[src/rtl/id_ex_pipe_reg_if.sv]
`default_nettype none
// ============================================================================
// Module   : id_ex_pipe_reg_if
// Brief    : Decode-to-execute bundle for the ID/EX pipeline register.
// Revision : 1.0 - initial release
// ============================================================================
interface id_ex_pipe_reg_if #(
    parameter int DATA_W = 8,
    parameter int IMM_W  = 8,
    parameter int REG_W  = 1,
    parameter int WB_W   = 2,
    parameter int M_W    = 2,
    parameter int EX_W   = 2,
    parameter int CNT_W  = 8
);
    // Decode side
    logic              hold;
    logic              flush;
    logic [WB_W-1:0]   WB;
    logic [M_W-1:0]    M;
    logic [EX_W-1:0]   EX;
    logic [DATA_W-1:0] DataA;
    logic [DATA_W-1:0] DataB;
    logic [IMM_W-1:0]  imm_value;
    logic [REG_W-1:0]  RegRs;
    logic [REG_W-1:0]  RegRt;

    // Execute side
    logic [WB_W-1:0]   WBreg;
    logic [M_W-1:0]    Mreg;
    logic [EX_W-1:0]   EXreg;
    logic [DATA_W-1:0] DataAreg;
    logic [DATA_W-1:0] DataBreg;
    logic [IMM_W-1:0]  imm_valuereg;
    logic [REG_W-1:0]  RegRsreg;
    logic [REG_W-1:0]  RegRtreg;
    logic              validreg;
    logic              hazard_stall;
    logic [CNT_W-1:0]  bubble_count;

    modport master (
        output hold, flush, WB, M, EX, DataA, DataB, imm_value, RegRs, RegRt,
        input  WBreg, Mreg, EXreg, DataAreg, DataBreg, imm_valuereg,
               RegRsreg, RegRtreg, validreg, hazard_stall, bubble_count
    );

    modport slave (
        input  hold, flush, WB, M, EX, DataA, DataB, imm_value, RegRs, RegRt,
        output WBreg, Mreg, EXreg, DataAreg, DataBreg, imm_valuereg,
               RegRsreg, RegRtreg, validreg, hazard_stall, bubble_count
    );
endinterface
`default_nettype wire

[src/rtl/id_ex_pipe_reg.sv]
`default_nettype none
// ============================================================================
// Module   : id_ex_pipe_reg
// Brief    : ID/EX pipeline register with hold, flush and load-use bubbles.
// Revision : 1.0 - initial release
// ============================================================================
module id_ex_pipe_reg #(
    parameter int DATA_W      = 8,
    parameter int IMM_W       = 8,
    parameter int REG_W       = 1,
    parameter int WB_W        = 2,
    parameter int M_W         = 2,
    parameter int EX_W        = 2,
    parameter int MEMREAD_BIT = 0,
    parameter int HAZARD_EN   = 1,
    parameter int CNT_W       = 8
) (
    input  wire logic        clock,
    input  wire logic        reset,
    id_ex_pipe_reg_if.slave  bus
);
    localparam logic [CNT_W-1:0] c_CNT_MAX = {CNT_W{1'b1}};
    localparam logic [CNT_W-1:0] c_CNT_ONE = CNT_W'(1);

    logic [WB_W-1:0]   r_wb;
    logic [M_W-1:0]    r_m;
    logic [EX_W-1:0]   r_ex;
    logic [DATA_W-1:0] r_data_a;
    logic [DATA_W-1:0] r_data_b;
    logic [IMM_W-1:0]  r_imm;
    logic [REG_W-1:0]  r_rs;
    logic [REG_W-1:0]  r_rt;
    logic              r_valid;
    logic [CNT_W-1:0]  r_bubble_cnt;

    logic              w_hazard_raw;
    logic              w_bubble;
    logic [CNT_W-1:0]  w_cnt_next;

    // A load sitting in EX whose destination is read by the instruction in ID
    generate
        if (HAZARD_EN != 0) begin : g_hazard
            assign w_hazard_raw = r_valid & r_m[MEMREAD_BIT] &
                                  ((r_rt == bus.RegRs) | (r_rt == bus.RegRt));
        end else begin : g_no_hazard
            assign w_hazard_raw = 1'b0;
        end
    endgenerate

    // Flush overrides hold; hold overrides a hazard bubble
    assign w_bubble   = bus.flush | (~bus.hold & w_hazard_raw);
    assign w_cnt_next = (r_bubble_cnt == c_CNT_MAX) ? r_bubble_cnt
                                                    : r_bubble_cnt + c_CNT_ONE;

    always_ff @(posedge clock) begin
        if (reset) begin
            r_wb         <= '0;
            r_m          <= '0;
            r_ex         <= '0;
            r_data_a     <= '0;
            r_data_b     <= '0;
            r_imm        <= '0;
            r_rs         <= '0;
            r_rt         <= '0;
            r_valid      <= 1'b0;
            r_bubble_cnt <= '0;
        end else if (w_bubble) begin
            // Operand fields keep their old value; only control is squashed
            r_wb         <= '0;
            r_m          <= '0;
            r_ex         <= '0;
            r_valid      <= 1'b0;
            r_bubble_cnt <= w_cnt_next;
        end else if (!bus.hold) begin
            r_wb         <= bus.WB;
            r_m          <= bus.M;
            r_ex         <= bus.EX;
            r_data_a     <= bus.DataA;
            r_data_b     <= bus.DataB;
            r_imm        <= bus.imm_value;
            r_rs         <= bus.RegRs;
            r_rt         <= bus.RegRt;
            r_valid      <= 1'b1;
        end
    end

    assign bus.WBreg        = r_wb;
    assign bus.Mreg         = r_m;
    assign bus.EXreg        = r_ex;
    assign bus.DataAreg     = r_data_a;
    assign bus.DataBreg     = r_data_b;
    assign bus.imm_valuereg = r_imm;
    assign bus.RegRsreg     = r_rs;
    assign bus.RegRtreg     = r_rt;
    assign bus.validreg     = r_valid;
    assign bus.bubble_count = r_bubble_cnt;
    assign bus.hazard_stall = w_hazard_raw & ~bus.flush;

endmodule
`default_nettype wire

[src/flat_wrapper.sv]
// flat-port wrapper written by rule: the top's interface ports become plain ports
module id_ex_pipe_reg_flat 
#(
    parameter int DATA_W      = 8,
    parameter int IMM_W       = 8,
    parameter int REG_W       = 1,
    parameter int WB_W        = 2,
    parameter int M_W         = 2,
    parameter int EX_W        = 2,
    parameter int MEMREAD_BIT = 0,
    parameter int HAZARD_EN   = 1,
    parameter int CNT_W       = 8
)
  (clock, reset, bus_hold, bus_flush, bus_WB, bus_M, bus_EX, bus_DataA, bus_DataB, bus_imm_value, bus_RegRs, bus_RegRt, bus_WBreg, bus_Mreg, bus_EXreg, bus_DataAreg, bus_DataBreg, bus_imm_valuereg, bus_RegRsreg, bus_RegRtreg, bus_validreg, bus_hazard_stall, bus_bubble_count);
  id_ex_pipe_reg_if #(.DATA_W(DATA_W), .IMM_W(IMM_W), .REG_W(REG_W), .WB_W(WB_W), .M_W(M_W), .EX_W(EX_W), .CNT_W(CNT_W)) bus_i ();
  input  wire logic clock;
  input  wire logic reset;
  input wire logic [$bits(bus_i.hold)-1:0] bus_hold;
  input wire logic [$bits(bus_i.flush)-1:0] bus_flush;
  input wire logic [$bits(bus_i.WB)-1:0] bus_WB;
  input wire logic [$bits(bus_i.M)-1:0] bus_M;
  input wire logic [$bits(bus_i.EX)-1:0] bus_EX;
  input wire logic [$bits(bus_i.DataA)-1:0] bus_DataA;
  input wire logic [$bits(bus_i.DataB)-1:0] bus_DataB;
  input wire logic [$bits(bus_i.imm_value)-1:0] bus_imm_value;
  input wire logic [$bits(bus_i.RegRs)-1:0] bus_RegRs;
  input wire logic [$bits(bus_i.RegRt)-1:0] bus_RegRt;
  output wire logic [$bits(bus_i.WBreg)-1:0] bus_WBreg;
  output wire logic [$bits(bus_i.Mreg)-1:0] bus_Mreg;
  output wire logic [$bits(bus_i.EXreg)-1:0] bus_EXreg;
  output wire logic [$bits(bus_i.DataAreg)-1:0] bus_DataAreg;
  output wire logic [$bits(bus_i.DataBreg)-1:0] bus_DataBreg;
  output wire logic [$bits(bus_i.imm_valuereg)-1:0] bus_imm_valuereg;
  output wire logic [$bits(bus_i.RegRsreg)-1:0] bus_RegRsreg;
  output wire logic [$bits(bus_i.RegRtreg)-1:0] bus_RegRtreg;
  output wire logic [$bits(bus_i.validreg)-1:0] bus_validreg;
  output wire logic [$bits(bus_i.hazard_stall)-1:0] bus_hazard_stall;
  output wire logic [$bits(bus_i.bubble_count)-1:0] bus_bubble_count;
  assign bus_i.hold = bus_hold;
  assign bus_i.flush = bus_flush;
  assign bus_i.WB = bus_WB;
  assign bus_i.M = bus_M;
  assign bus_i.EX = bus_EX;
  assign bus_i.DataA = bus_DataA;
  assign bus_i.DataB = bus_DataB;
  assign bus_i.imm_value = bus_imm_value;
  assign bus_i.RegRs = bus_RegRs;
  assign bus_i.RegRt = bus_RegRt;
  assign bus_WBreg = bus_i.WBreg;
  assign bus_Mreg = bus_i.Mreg;
  assign bus_EXreg = bus_i.EXreg;
  assign bus_DataAreg = bus_i.DataAreg;
  assign bus_DataBreg = bus_i.DataBreg;
  assign bus_imm_valuereg = bus_i.imm_valuereg;
  assign bus_RegRsreg = bus_i.RegRsreg;
  assign bus_RegRtreg = bus_i.RegRtreg;
  assign bus_validreg = bus_i.validreg;
  assign bus_hazard_stall = bus_i.hazard_stall;
  assign bus_bubble_count = bus_i.bubble_count;
  id_ex_pipe_reg #(.DATA_W(DATA_W), .IMM_W(IMM_W), .REG_W(REG_W), .WB_W(WB_W), .M_W(M_W), .EX_W(EX_W), .MEMREAD_BIT(MEMREAD_BIT), .HAZARD_EN(HAZARD_EN), .CNT_W(CNT_W)) u_core (.clock(clock), .reset(reset), .bus(bus_i));
endmodule
[config.mk]
export PLATFORM = sky130hd
export DESIGN_NAME = id_ex_pipe_reg_flat
export DESIGN_NICKNAME = d
export VERILOG_FILES = /design/src/rtl/id_ex_pipe_reg_if.sv /design/src/rtl/id_ex_pipe_reg.sv /design/src/flat_wrapper.sv
export SDC_FILE = /design/constraint.sdc
export NUM_CORES = 1
export LEC_CHECK = 0
export BUFFER_PORTS_ARGS = -buffer_cell sky130_fd_sc_hd__buf_2
export CORE_MARGIN = 2
export CORE_UTILIZATION = 45
export DETAILED_ROUTE_END_ITERATION = 12
export GPL_TIMING_DRIVEN = 0
export PLACE_DENSITY_LB_ADDON = 0.05
export SYNTH_ARGS = -nofsm -noshare
export SYNTH_HDL_FRONTEND = slang
export SYNTH_SLANG_ARGS = --single-unit
[constraint.sdc]
create_clock -name clock -period 2.39 [get_ports clock]
set_input_delay 0.239 -clock clock [delete_from_list [all_inputs] [get_ports clock]]
set_output_delay 0.239 -clock clock [all_outputs]
set_load 0.1 [all_outputs]
==> metrics.md, run 1 <==
| Metric | Value |
|---|---|
| Clock slew at reported path FFs | `0.11 ns` |
| # setup viols final | `0` |
| Avg WL per Cell | `11.6 µm` |
| Die Height | `63.9 µm` |
| EDFF count, synth | `0` |
| Area after DPL | `2070 µm²` |
| Placeable Area | `3390 µm²` |
| Num rows | `21` |
| Worst Path Arrival | `2.31 ns` |
| Min Tclk post-route | `2.06 ns` |
| Drt first pass iters | `4` |
| # port buffers | `75` |
| Cell Pwr Density | `711 nW/µm²` |
| Worst-Margin Slew | `0.574 ns` |
| Mapped Area | `1620 µm²` |
| Critical path required time | `2.64 ns` |
| Mapped Cells | `194` |
| Critical path endpoint category | `flop` |
| Async SR Flop Fraction | `0%` |
| CTS tree | `built` |
| Syn avg cell area | `8.33 µm²` |
| Max_cap viols | `0` |
| Die Area | `4090 µm²` |
| Slew headroom | `61.5%` |
| PostCTS Resize Cnt | `0` |
| Total CTS buffers | `5` |
| Vias in the first global route | `1411` |
| Largest net degree at the start of global routing | `13` |
| Sequential fraction of the synthesis area | `50.8%` |
| Max VDD drop | `0.000346 V` |
| HPWL Detailed | `2740 µm` |
| Non-Filler Instances | `323` |
| Hold Slack | `0.109 ns` |
| Tcrit/Tclk final | `86.1%` |
| First-pass GRT wire length | `6210 µm` |
| Hold Vio Cnt, Final | `0` |
| Max FO, Critical Path | `10` |
| Commonest non-fill, non-tap cell in the layout | `buf_2` |
| Worst Setup Start Kind | `flop` |
| Total grt overflow | `0` |
| TritonCTS Sinks | `41` |
| DRC Markers | `0` |
| # nets final | `313` |
| Critical path, cell by cell | `and3b_1, clkbuf_2, o41a_1, buf_6, nor4_1, mux2_1` |
| Main synth FF type | `dfxtp_1` |
| Fmax | `486 MHz` |
| Iter 0 DRT Violations | `84` |
| # diodes | `0` |
| Synth cell types | `32` |
| Final Cell Area | `2150 µm²` |
| H-tree Lvls | `2` |
| Crit-path max cell delay | `0.43 ns` |
| Status | `finished, final reports clean` |
| Post-route ant nets | `0` |
| Root Driver | `clkbuf_4` |
| Area Growth Syn to Fin | `33.2%` |
| CP Class | `flop to flop` |
| Final Skew | `0.00577 ns` |
| DR vias | `1619` |
| Pwr Total | `1530 µW` |
| Most frequent cells in the layout | `buf_2, nand2_1, dfxtp_1` |
| Fraction of layout cells with a size suffix above 1 | `32.5%` |
| Hold Buf Count CTS | `0` |
| Clock latency on the worst-skew pair | `0.35 ns` |
| Static Leakage | `0.000981 µW` |
| Post-Syn Nets | `231` |
| Synth Warn # | `0` |
| Initial antenna violation count | `0` |
| Synthesized flop and latch total | `41` |
| TNS Setup | `0 ns` |
| Post-CTS setup buffers | `0` |
| RD Place Congestion | `0.734` |
| Hold Crit Class | `primary input to flop` |
| Placed cells | `315` |
| Clock Tree Buf Depth | `2` |
| GR Util All Layers | `19.2%` |
| Wirelength, routed | `3730 µm` |
| Unrepaired setup endpoints after global routing | `false` |
| Die width | `63.9 µm` |
| Slowest cell on crit path | `o41a_1` |
| Initial Util | `47.7%` |
| Slew Limit Fails | `0` |
| I/O Pins | `78` |
| Vias per std cell | `5.01` |
## critical path, delay by kind of cell (launching register included)
kind | cells | cell delay (ns)
and+or+nand+nor | 2 | 0.49
DFF | 1 | 0.36
muxes | 1 | 0.36
buffers and inverters | 2 | 0.31
AOI/OAI and AO/OA | 1 | 0.43
## power breakdown
part           switching [µW]  leakage (µW)  total, µW  internal (µW)
clock network             217     0.0000455        466            250
logic                     270      0.000600        339           68.6
registers                14.9      0.000336        725            711
total                     502      0.000981       1530           1030
## cell type report
type | count | area, µm²
sequential | 41 | 825
buffer | 12 | 53.8
timing repair buffer | 75 | 375
inverter | 3 | 11.3
multi-input combinational | 138 | 746
clock buffer | 7 | 55.1
clock inverter | 1 | 30.0
tap | 46 | 57.6
fill | 325 | 1240
## flip-flops by register name, indices dropped and copies added, names as in the netlist
signal,count
u_core.bus.DataAreg,8
u_core.bus.DataBreg,8
u_core.bus.bubble_count,8
u_core.bus.imm_valuereg,8
u_core.bus.EXreg,2
u_core.bus.Mreg,2
u_core.bus.WBreg,2
u_core.bus.RegRsreg,1
u_core.bus.RegRtreg,1
u_core.bus.validreg,1
## per-stage QoR
step | utilization (%) | setup WS, ns
final | 63.5 | 0.332
after global routing | 63.5 | 0.103
after CTS | 63.5 | 0.339
after detailed placement | 61.0 | 0.303
after global placement | 61.0 | 0.336
after floorplan | - | 0.0105
## worst paths after layout
kind / start / to / cells past startpoint / slack [ns]
max: u_core.bus.RegRtreg / u_core.bus.bubble_count[5] / 6 / 0.33
min: bus_DataA[1] / u_core.bus.DataAreg[1] / 3 / 0.11
max reg2reg: u_core.bus.RegRtreg / u_core.bus.bubble_count[5] / 6 / 0.33
min reg2reg: u_core.bus.DataAreg[5] / u_core.bus.DataAreg[5] / 2 / 0.46
## per-layer routing
layer / track usage (%) / vias up / wire length (µm) / part of all wire [%]
met3: 6.51 / 8 / 320 / 8.6
met2: 29.9 / 59 / 1660 / 44
met4: 6.79 / 0 / 55 / 1.5
met5: 0 / - / 0 / 0
li1: - / 828 / - / -
met1: 24.5 / 724 / 1700 / 46
## kinds of logic (layout without fill, tap and decap cells)
kind of cell             Yosys count  in the layout  synth area share, %
AND/OR/NAND/NOR                   88             88                 24.7
AO/OA/AOI/OAI                     41             41                 14.7
adder cells (fa/ha/maj)            1              1                0.774
flip-flops                        41             41                 50.8
multiplexers                       8              8                 5.03
buffers and inverters             15             98                 4.02
## cells in the mapped netlist (all sizes together), types with 2 or more instances
library cell  number  area, µm²
dfxtp             41        821
nor4               2       12.5
nand2b             2       12.5
clkbuf            11       42.5
nand3              4       20.0
nor3               3       15.0
nor2              10       37.5
inv                3       11.3
a21oi             32        160
mux2i              7       70.1
nand2             55        206
or4                3       22.5
o31ai              4       35.0
Power figures use the tool's default switching activity.
==> run 2, diff against run 1 <==
- CORE_UTILIZATION: 45 -> 48
- clock period: 2.39 -> 2.4 ns (I/O delays scaled with it)
==> run 2 against run 1 <==
Against the previous run: combinational power down 1%; worst setup slack better by 0.060 ns; critical path type unchanged; via count down 3.9%.
==> metrics.md, run 2 (synthesis results as in run 1) <==
| Metric | Value |
|---|---|
| Int Pwr | `1020 µW (-0.42%)` |
| Worst Path Arrival | `2.25 ns (-0.06 ns)` |
| Critical path endpoint category | `flop` |
| Fillers | `302 (-7.1%)` |
| Commonest non-fill, non-tap cell in the layout | `buf_2` |
| Max VDD drop | `0.000365 V (+5.5%)` |
| CTS tree | `built` |
| Slew headroom | `59.0% (-2.5 points)` |
| Vias per std cell | `4.82 (-3.9%)` |
| First-pass GRT wire length | `5260 µm (-15%)` |
| Die Area | `3850 µm² (-5.9%)` |
| GR Util All Layers | `18.6% (-0.60 points)` |
| Most frequent cells in the layout | `buf_2, nand2_1, dfxtp_1` |
| Die Height | `62.0 µm (-3.0%)` |
| Clock slew at reported path FFs | `0.12 ns (about the same)` |
| Cell Pwr Density | `708 nW/µm² (-0.42%)` |
| Slew Limit Fails | `0 (unchanged)` |
| # port buffers | `75 (unchanged)` |
| Gate power share | `22.0% (about the same)` |
| H-tree Lvls | `2 (unchanged)` |
| Vias in the first global route | `1234 (-13%)` |
| Fraction of layout cells with a size suffix above 1 | `32.5% (unchanged)` |
| Tcrit/Tclk final | `83.7% (-2.4 points)` |
| Hold Buf Count CTS | `0 (unchanged)` |
| Post-route setup slack | `0.392 ns (+0.0600 ns)` |
| Worst Setup Start Kind | `flop` |
| Worst-Margin Slew | `0.611 ns (+0.0371 ns)` |
| DP Worst Slack | `0.349 ns (+0.0459 ns)` |
| Flop pwr share | `47.4% (about the same)` |
| Area after DPL | `2070 µm² (unchanged)` |
| Final Cell Area | `2150 µm² (unchanged)` |
| RD Place Congestion | `0.743 (+1.3%)` |
| Fmax | `498 MHz (+2.5%)` |
| I/O Pins | `78 (unchanged)` |
| Unrepaired setup endpoints after global routing | `false` |
| Post-CTS setup buffers | `0 (unchanged)` |
| Hold Crit Class | `primary input to flop` |
| Num rows | `21 (unchanged)` |
| Clock latency on the worst-skew pair | `0.35 ns (about the same)` |
| Initial Util | `49.2% (+1.5 points)` |
| Final Skew | `0.00971 ns (+0.00395 ns)` |
| Pwr Total | `1520 µW (-0.42%)` |
| Hold Vio Cnt, Final | `0 (unchanged)` |
| HPWL Detailed | `2560 µm (-6.8%)` |
| DR vias | `1556 (-3.9%)` |
| Placeable Area | `3280 µm² (-3.1%)` |
| Die width | `62.0 µm (-3.0%)` |
| Clock power frac | `30.6% (about the same)` |
| Area Growth Syn to Fin | `33.2% (unchanged)` |
| Sw Ratio | `32.8% (about the same)` |
| Iter 0 DRT Violations | `59 (-30%)` |
| DRC Markers | `0 (unchanged)` |
| Root Driver | `clkbuf_4` |
| Avg WL per Cell | `10.6 µm (-7.9%)` |
| TNS Setup | `0 ns (unchanged)` |
| Final core utilization | `65.6% (+2.0 points)` |
| # nets final | `313 (unchanged)` |
| Clock Tree Buf Depth | `2 (unchanged)` |
| Largest net degree at the start of global routing | `13 (unchanged)` |
| # setup viols final | `0 (unchanged)` |
| Total CTS buffers | `5 (unchanged)` |
| NetSw | `499 µW (-0.43%)` |
| Critical path required time | `2.64 ns (about the same)` |
| PostCTS Resize Cnt | `0 (unchanged)` |
| Total grt overflow | `0 (unchanged)` |
| Max FO, Critical Path | `10 (unchanged)` |
| CP Class | `flop to flop` |
| TritonCTS Sinks | `41 (unchanged)` |
| Post-route ant nets | `0 (unchanged)` |
| Initial antenna violation count | `0 (unchanged)` |
| Min Tclk post-route | `2.01 ns (-0.0501 ns)` |
| Max_cap viols | `0 (unchanged)` |
| Drt first pass iters | `4 (unchanged)` |
| # diodes | `0 (unchanged)` |
| Status | `finished, final reports clean` |
| Static Leakage | `0.000981 µW (unchanged)` |
| Wirelength, routed | `3440 µm (-7.9%)` |
-- run 2: layout make-up --
class | count | area [µm²] | share of cell area, %
inverter | 3 | 11.3 | 0.523
tap | 46 | 57.6 | 2.67
multi-input combinational | 138 | 746 | 34.6
clock inverter | 1 | 30.0 | 1.39
buffer | 12 | 53.8 | 2.50
timing repair buffer | 75 | 375 | 17.4
sequential | 41 | 825 | 38.3
clock buffer | 7 | 55.1 | 2.56
-- run 2: final timing paths --
kind,slack (ns),from,depth (start not counted),end
max,0.39,u_core.bus.RegRtreg,6,u_core.bus.bubble_count[5]
min reg2reg,0.46,u_core.bus.DataAreg[5],2,u_core.bus.DataAreg[5]
min,0.11,bus_imm_value[0],3,u_core.bus.imm_valuereg[0]
max reg2reg,0.39,u_core.bus.RegRtreg,6,u_core.bus.bubble_count[5]
-- run 2: per-stage QoR --
stage / hold slack [ns] / cells
global route: 0.0913 / 323
CTS: 0.0944 / 323
global placement: 0.440 / 315
floorplan: 0.369 / 194
finish: 0.106 / 323
detailed placement: 0.444 / 315
-- run 2: power groups by stage --
stage | Clock (µW) | Combinational [µW] | Sequential [µW]
after floorplan | 0 | 72.7 | 932
after global placement | 0 | 336 | 737
after detailed placement | 0 | 338 | 738
after CTS | 478 | 338 | 723
after global routing | 509 | 356 | 727
final | 467 | 335 | 722
-- run 2: per-layer routing --
| metal | vias to the layer above | wire, µm | global-route usage [%] |
|---|---|---|---|
| met3 | 6 | 230 | 5.59 |
| met4 | 0 | 61 | 8.21 |
| met2 | 45 | 1500 | 29.9 |
| li1 | 824 | - | - |
| met5 | - | 0 | 0 |
| met1 | 681 | 1640 | 22.9 |
-- run 2: worst max-delay path, cell delays in order (launching register included) --
cell,delay (ns)
dfxtp_2,0.36
and3b_1,0.17
clkbuf_2,0.15
o41a_1,0.42
buf_6,0.16
nor4_1,0.30
mux2_1,0.34
